$ cat config.mk
export PLATFORM = sky130hd
export DESIGN_NAME = pwm_duty_decoder
export DESIGN_NICKNAME = d
export VERILOG_FILES = /design/src/rtl/pwm_duty_decoder.sv
export SDC_FILE = /design/constraint.sdc
export NUM_CORES = 1
export LEC_CHECK = 0
export ABC_CLOCK_PERIOD_IN_PS = 2400
export CORE_MARGIN = 8
export CORE_UTILIZATION = 35
export CTS_BUF_LIST = sky130_fd_sc_hd__clkbuf_8
export CTS_CLUSTER_SIZE = 14
export DETAILED_ROUTE_END_ITERATION = 10
export PLACE_DENSITY = 0.63
export REMOVE_ABC_BUFFERS = 1
export SLEW_MARGIN = 20
export SYNTH_ARGS = -nofsm -noshare
export SYNTH_HDL_FRONTEND = slang
export SYNTH_SLANG_ARGS = --single-unit
$ cat constraint.sdc
create_clock -name sysclk -period 2.4 [get_ports sysclk]
set_input_delay 0.72 -clock sysclk [delete_from_list [all_inputs] [get_ports sysclk]]
set_output_delay 0.72 -clock sysclk [all_outputs]
set_load 0.02 [all_outputs]
$ cat src/rtl/pwm_duty_decoder.sv
// PWM duty-cycle decoder: measures period and high time of Pulse_In, divides to a 0..64 duty code.
// Optional PWM_DEC_GLITCH_FILTER_EN adds a 3-sample agreement filter after the synchronizer.
module pwm_duty_decoder #(
   parameter int unsigned CNT_W = 16
) (
   input  logic             sysclk,
   input  logic             rst_n,
   input  logic             Enable,
   input  logic             Pulse_In,
   output logic [CNT_W-1:0] Period,
   output logic [CNT_W-1:0] High_Time,
   output logic [6:0]       Duty_Cycle,
   output logic             Valid,
   output logic             Stuck,
   output logic             Overrun,
   output logic             Busy
);

   localparam int unsigned QW  = 7;
   localparam int unsigned ITW = 3;
   localparam logic [CNT_W-1:0] CNT_MAX   = {CNT_W{1'b1}};
   localparam logic [QW-1:0]    DUTY_FULL = QW'(64);
   localparam logic [ITW-1:0]   LAST_IT   = ITW'(QW-1);

   typedef enum logic {IDLE, MEASURE} state_t;

   state_t           state, state_nxt;
   logic             sync1, sync2, prev, synced, rise;
   logic [CNT_W-1:0] per_cnt, hi_cnt, per_new, hi_new;
   logic [CNT_W-1:0] rem;
   logic [CNT_W:0]   trial;
   logic [QW-1:0]    num_lo;
   logic [QW-2:0]    quo;
   logic [ITW-1:0]   it_cnt;
   logic             ge, start, ovr, tout, restart;

   // Two-flop synchronizer plus the delayed copy used for edge detection
   always_ff @(posedge sysclk or negedge rst_n) begin
      if (!rst_n) begin
         sync1 <= 1'b0;
         sync2 <= 1'b0;
         prev  <= 1'b0;
      end else begin
         sync1 <= Pulse_In;
         sync2 <= sync1;
         prev  <= synced;
      end
   end

`ifdef PWM_DEC_GLITCH_FILTER_EN
   logic hist1, hist2;

   // Filtered level follows sync2 only once three consecutive samples agree
   always_ff @(posedge sysclk or negedge rst_n) begin
      if (!rst_n) begin
         hist1 <= 1'b0;
         hist2 <= 1'b0;
      end else begin
         hist1 <= sync2;
         hist2 <= hist1;
      end
   end

   assign synced = (sync2 == hist1 && hist1 == hist2) ? sync2 : prev;
`else
   assign synced = sync2;
`endif

   assign rise    = synced & ~prev;
   assign per_new = per_cnt + CNT_W'(1);
   assign hi_new  = hi_cnt + CNT_W'(synced);
   assign trial   = {rem, num_lo[QW-1]};
   assign ge      = (trial >= {1'b0, Period});

   always_ff @(posedge sysclk or negedge rst_n) begin
      if (!rst_n) state <= IDLE;
      else        state <= state_nxt;
   end

   // Next state and per-cycle control strobes
   always_comb begin
      state_nxt = state;
      start     = 1'b0;
      ovr       = 1'b0;
      tout      = 1'b0;
      restart   = 1'b0;
      case (state)
         IDLE: begin
            if (rise) begin
               state_nxt = MEASURE;
               restart   = 1'b1;
            end
         end
         MEASURE: begin
            if (per_cnt == CNT_MAX) begin
               tout      = 1'b1;
               state_nxt = IDLE;
            end else if (rise) begin
               restart = 1'b1;
               if (Busy) ovr   = 1'b1;
               else      start = 1'b1;
            end
         end
         default: state_nxt = IDLE;
      endcase
      if (!Enable) begin
         state_nxt = IDLE;
         start     = 1'b0;
         ovr       = 1'b0;
         tout      = 1'b0;
         restart   = 1'b0;
      end
   end

   // Period and high-time counters; a rising edge reloads them to count its own cycle
   always_ff @(posedge sysclk or negedge rst_n) begin
      if (!rst_n) begin
         per_cnt <= '0;
         hi_cnt  <= '0;
      end else if (state_nxt == MEASURE && !restart) begin
         per_cnt <= per_new;
         hi_cnt  <= hi_new;
      end else begin
         per_cnt <= '0;
         hi_cnt  <= '0;
      end
   end

   // Result latch and restoring divider; only 7 quotient bits are needed since High_Time <= Period
   always_ff @(posedge sysclk or negedge rst_n) begin
      if (!rst_n) begin
         Period     <= '0;
         High_Time  <= '0;
         Duty_Cycle <= '0;
         Valid      <= 1'b0;
         Stuck      <= 1'b0;
         Overrun    <= 1'b0;
         Busy       <= 1'b0;
         rem        <= '0;
         num_lo     <= '0;
         quo        <= '0;
         it_cnt     <= '0;
      end else begin
         Valid   <= 1'b0;
         Overrun <= ovr;
         if (!Enable) begin
            Busy <= 1'b0;
         end else if (tout) begin
            Period     <= CNT_MAX;
            High_Time  <= synced ? CNT_MAX : '0;
            Duty_Cycle <= synced ? DUTY_FULL : '0;
            Stuck      <= 1'b1;
            Valid      <= 1'b1;
            Busy       <= 1'b0;
         end else if (start) begin
            Period    <= per_new;
            High_Time <= hi_new;
            rem       <= hi_new >> 1;
            num_lo    <= {hi_new[0], (QW-1)'(0)};
            quo       <= '0;
            it_cnt    <= '0;
            Busy      <= 1'b1;
         end else if (Busy) begin
            rem    <= ge ? CNT_W'(trial - {1'b0, Period}) : trial[CNT_W-1:0];
            num_lo <= {num_lo[QW-2:0], 1'b0};
            quo    <= {quo[QW-3:0], ge};
            it_cnt <= it_cnt + ITW'(1);
            if (it_cnt == LAST_IT) begin
               Busy       <= 1'b0;
               Valid      <= 1'b1;
               Duty_Cycle <= {quo, ge};
               Stuck      <= 1'b0;
            end
         end
      end
   end

endmodule

==> impl_metrics.json <==
{
  "via_count": 4803,
  "met3_usage_pct": 2.80,
  "drv_cap": 0,
  "synthFlopType": "dfrtp_1",
  "start_util_pct": 35.9,
  "grtUsageMet2_pct": 27.2,
  "synth_top_area_cell": "dfrtp_1",
  "dp_hpwl_um": 12400,
  "avgViaCountPerCell": 5.14,
  "endpoint_kind": "register",
  "die_x_um": 141,
  "status": "complete, but fails checks",
  "synthTopCellsByCount": "dfrtp_1, nor2_1, o21ai_0, nand2_1, a21oi_1",
  "grt_use_met1_pct": 21.5,
  "hold_viol_final": 0,
  "grt_max_degree": 68,
  "power_mw": 6.96,
  "synth.area.mux_share_pct": 1.28,
  "rsz0062_at_grt": "true",
  "core_um2": 15300,
  "cp.required_ns": 2.72,
  "placed_area_um2": 6950,
  "cp_max_fo": 7,
  "synth-seq-cells": 105,
  "io_buffers": 46,
  "wire_per_inst_um": 17.5,
  "yosys.area_share.simple_pct": 16.2,
  "grt_pass1_wl_um": 26200,
  "yosys-top-cells-area": "dfrtp_1, o21ai_0, ha_1",
  "post_synth_num_cell_types": 63,
  "dieArea_um2": 19900,
  "first_global_vias": 4926,
  "stdcell_count": 935,
  "finalMaxSlewViolations": 0,
  "syn_avg_cell_area_um2": 9.70,
  "worst_slew_pin_slew_ns": 0.424,
  "crit_type": "reg -> reg",
  "fp-row-count": 45,
  "hp-class": "in -> async",
  "synth_area_um2": 5470,
  "synth_top_family_by_area": "compound AO/OA/AOI/OAI gates",
  "maxSlewHeadroom_pct": 71.4,
  "clk_pin_slew_ns": 0.09,
  "async_reset_ff_share_pct": 100,
  "grt.overflow.total": 0,
  "drt_iter0_markers": 268,
  "holdWs_ns": 0.164,
  "clkSinkCount": 105,
  "antenna-diode-count": 0,
  "drc": 0,
  "first_pass_iters": 5,
  "synth_edf_count": 0,
  "yosysTopAreaCellShare_pct": 48.0,
  "grt_usage_pct": 16.7,
  "ir_drop_v": 0.000357,
  "postRouteAntennaNets": 0,
  "p_leak_nw": 3.27,
  "synthAdderAreaFrac_pct": 5.17,
  "setup_ws_ns": -0.0846,
  "synth_xor_area_share_pct": 5.92,
  "synth-compound-area-share_pct": 19.7,
  "fin_tns_setup_ns": -0.271,
  "final_nets": 747,
  "powerDensity_nw_per_um2": 936,
  "cp-start-kind": "register",
  "final_cell_area_um2": 7430,
  "placedCellCount": 911,
  "root_buffer": "clkbuf_8",
  "drive_gt1_share_pct": 26.0,
  "yosysWarnings": 0,
  "arrival_ns": 2.80,
  "fmax_ghz": 0.402,
  "grt.busiest_layer": "met2",
  "cts_buffer_depth": 2,
  "insertion_delay_ns": 0.39,
  "post-route-min-period_ns": 2.48,
  "yosysSeqAreaShare_pct": 48.0,
  "postSynthCellCount": 564,
  "cts_tree": "built",
  "syn2layout_area_growth_pct": 35.9,
  "cts_buffers": 9,
  "top_level_ports": 47,
  "setup_viol": 6,
  "synth_most_common_cell": "dfrtp_1",
  "period_share_pct": 104,
  "finClkSkew_ns": 0.0140,
  "fp.dieH_um": 141,
  "antenna_found_initial": 0,
  "fill_cells": 1443,
  "place.gp.congestion": 0.914,
  "htree_levels": 3,
  "wl_um": 16400,
  "violations": "negative setup slack"
}
stage by stage:
| stage | util [%] | worst slack, ns |
|---|---|---|
| 6_report | 48.7 | -0.0846 |
| 5_1_grt | 48.7 | -0.181 |
| 4_1_cts | 47.4 | -0.0699 |
| 3_5_place_dp | 45.5 | -0.270 |
| 3_3_place_gp | 45.5 | -0.251 |
| 2_1_floorplan | - | -0.830 |
cell type report:
cell class | instances | area [um2] | share of cell area [%]
multi-input combinational | 411 | 2830 | 38.1
sequential | 105 | 2630 | 35.4
timing repair buffer | 166 | 1390 | 18.7
tap | 211 | 264 | 3.55
clock buffer | 10 | 138 | 1.85
inverter | 28 | 105 | 1.41
clock inverter | 4 | 76.3 | 1.03
critical path, cell delays in order, from the launching register on:
cell and delay [ns]:
dfrtp_1 0.38, inv_2 0.06, ha_4 0.26, and2b_2 0.17, o2111ai_4 0.13, a2111oi_4 0.42, nor3b_4 0.08, or2_4 0.31
buf_4 0.15, o31a_2 0.34, o21ai_2 0.12
logic make-up (layout without fill, tap and decap cells):
kind of cell | after synthesis | in the layout
buffers and inverters | 49 | 208
adders and majority gates | 22 | 22
muxes | 7 | 7
xor gates and xnor gates | 37 | 37
AOI/OAI and AO/OA | 164 | 164
and+or+nand+nor | 180 | 181
DFF | 105 | 105
layer usage:
metal	routed length (um)	vias to the layer above
met4	327	0
met5	0	-
li1	-	2327
met1	7430	2356
met2	7920	103
met3	696	17
placed cells by master, fill, tap and decap left out, types with 5 or more instances in the layout:
cell type        Yosys  routed
nand4_1             10      10
dfrtp_1            105     103
buf_6                1       5
o211ai_1             9       9
mux2i_1              7       7
xor2_1              14      14
ha_4                 0       5
a21oi_1             31      27
a21o_1               6       6
nand3_1             17      17
nor3_1               8       6
nand2_1             40      39
buf_4                0     115
xnor2_1             23      23
o21ai_0             63      57
clkdlybuf4s50_1      0      45
inv_1               28      24
a22o_1              11      11
nor2_1              66      64
ha_1                21      15
and3_1               9       9
clkbuf_8             0      10
a211o_1              7       7
a21oi_2              1       5
state kept, by name, indices dropped and copies added, names as in the netlist:
name and flops:
Busy 1, Period 16, Stuck 1, it_cnt 3, num_lo 1, Valid 1
sync2 1, Duty_Cycle 7, quo 6, Overrun 1, prev 1, per_cnt 16
High_Time 16, hi_cnt 16, state 1, sync1 1, rem 16
where the power goes:
group	internal, mW	leakage [nW]	switching, mW	total [mW]
registers	1.99	1.40	0.220	2.21
clock network	0.609	0.105	0.617	1.23
logic	1.76	1.77	1.76	3.52
total	4.36	3.27	2.60	6.96
repair_timing:
item | in CTS | in global routing
resized for setup | 15 | 37
gates cloned | 1 | 0
setup buffers | 1 | 8
pin swaps | 12 | 25
hold buffers | 0 | 0
hold endpoints to repair | 0 | 0
setup endpoints to repair | 17 | 35
path summary, 6_finish.rpt:
| kind | from | end | slack [ns] | cells after the start |
|---|---|---|---|---|
| setup / recovery | Period[1] | rem[4] | -0.08 | 10 |
| hold / removal | rst_n | Duty_Cycle[2] | 0.16 | 1 |
| setup reg to reg | Period[1] | rem[4] | -0.08 | 10 |
| hold reg to reg | sync1 | sync2 | 0.36 | 0 |
| max in group asynchronous | rst_n | Overrun | 1.63 | 2 |
| min in group sysclk | sync1 | sync2 | 0.36 | 0 |
Power figures use the tool's default switching activity.
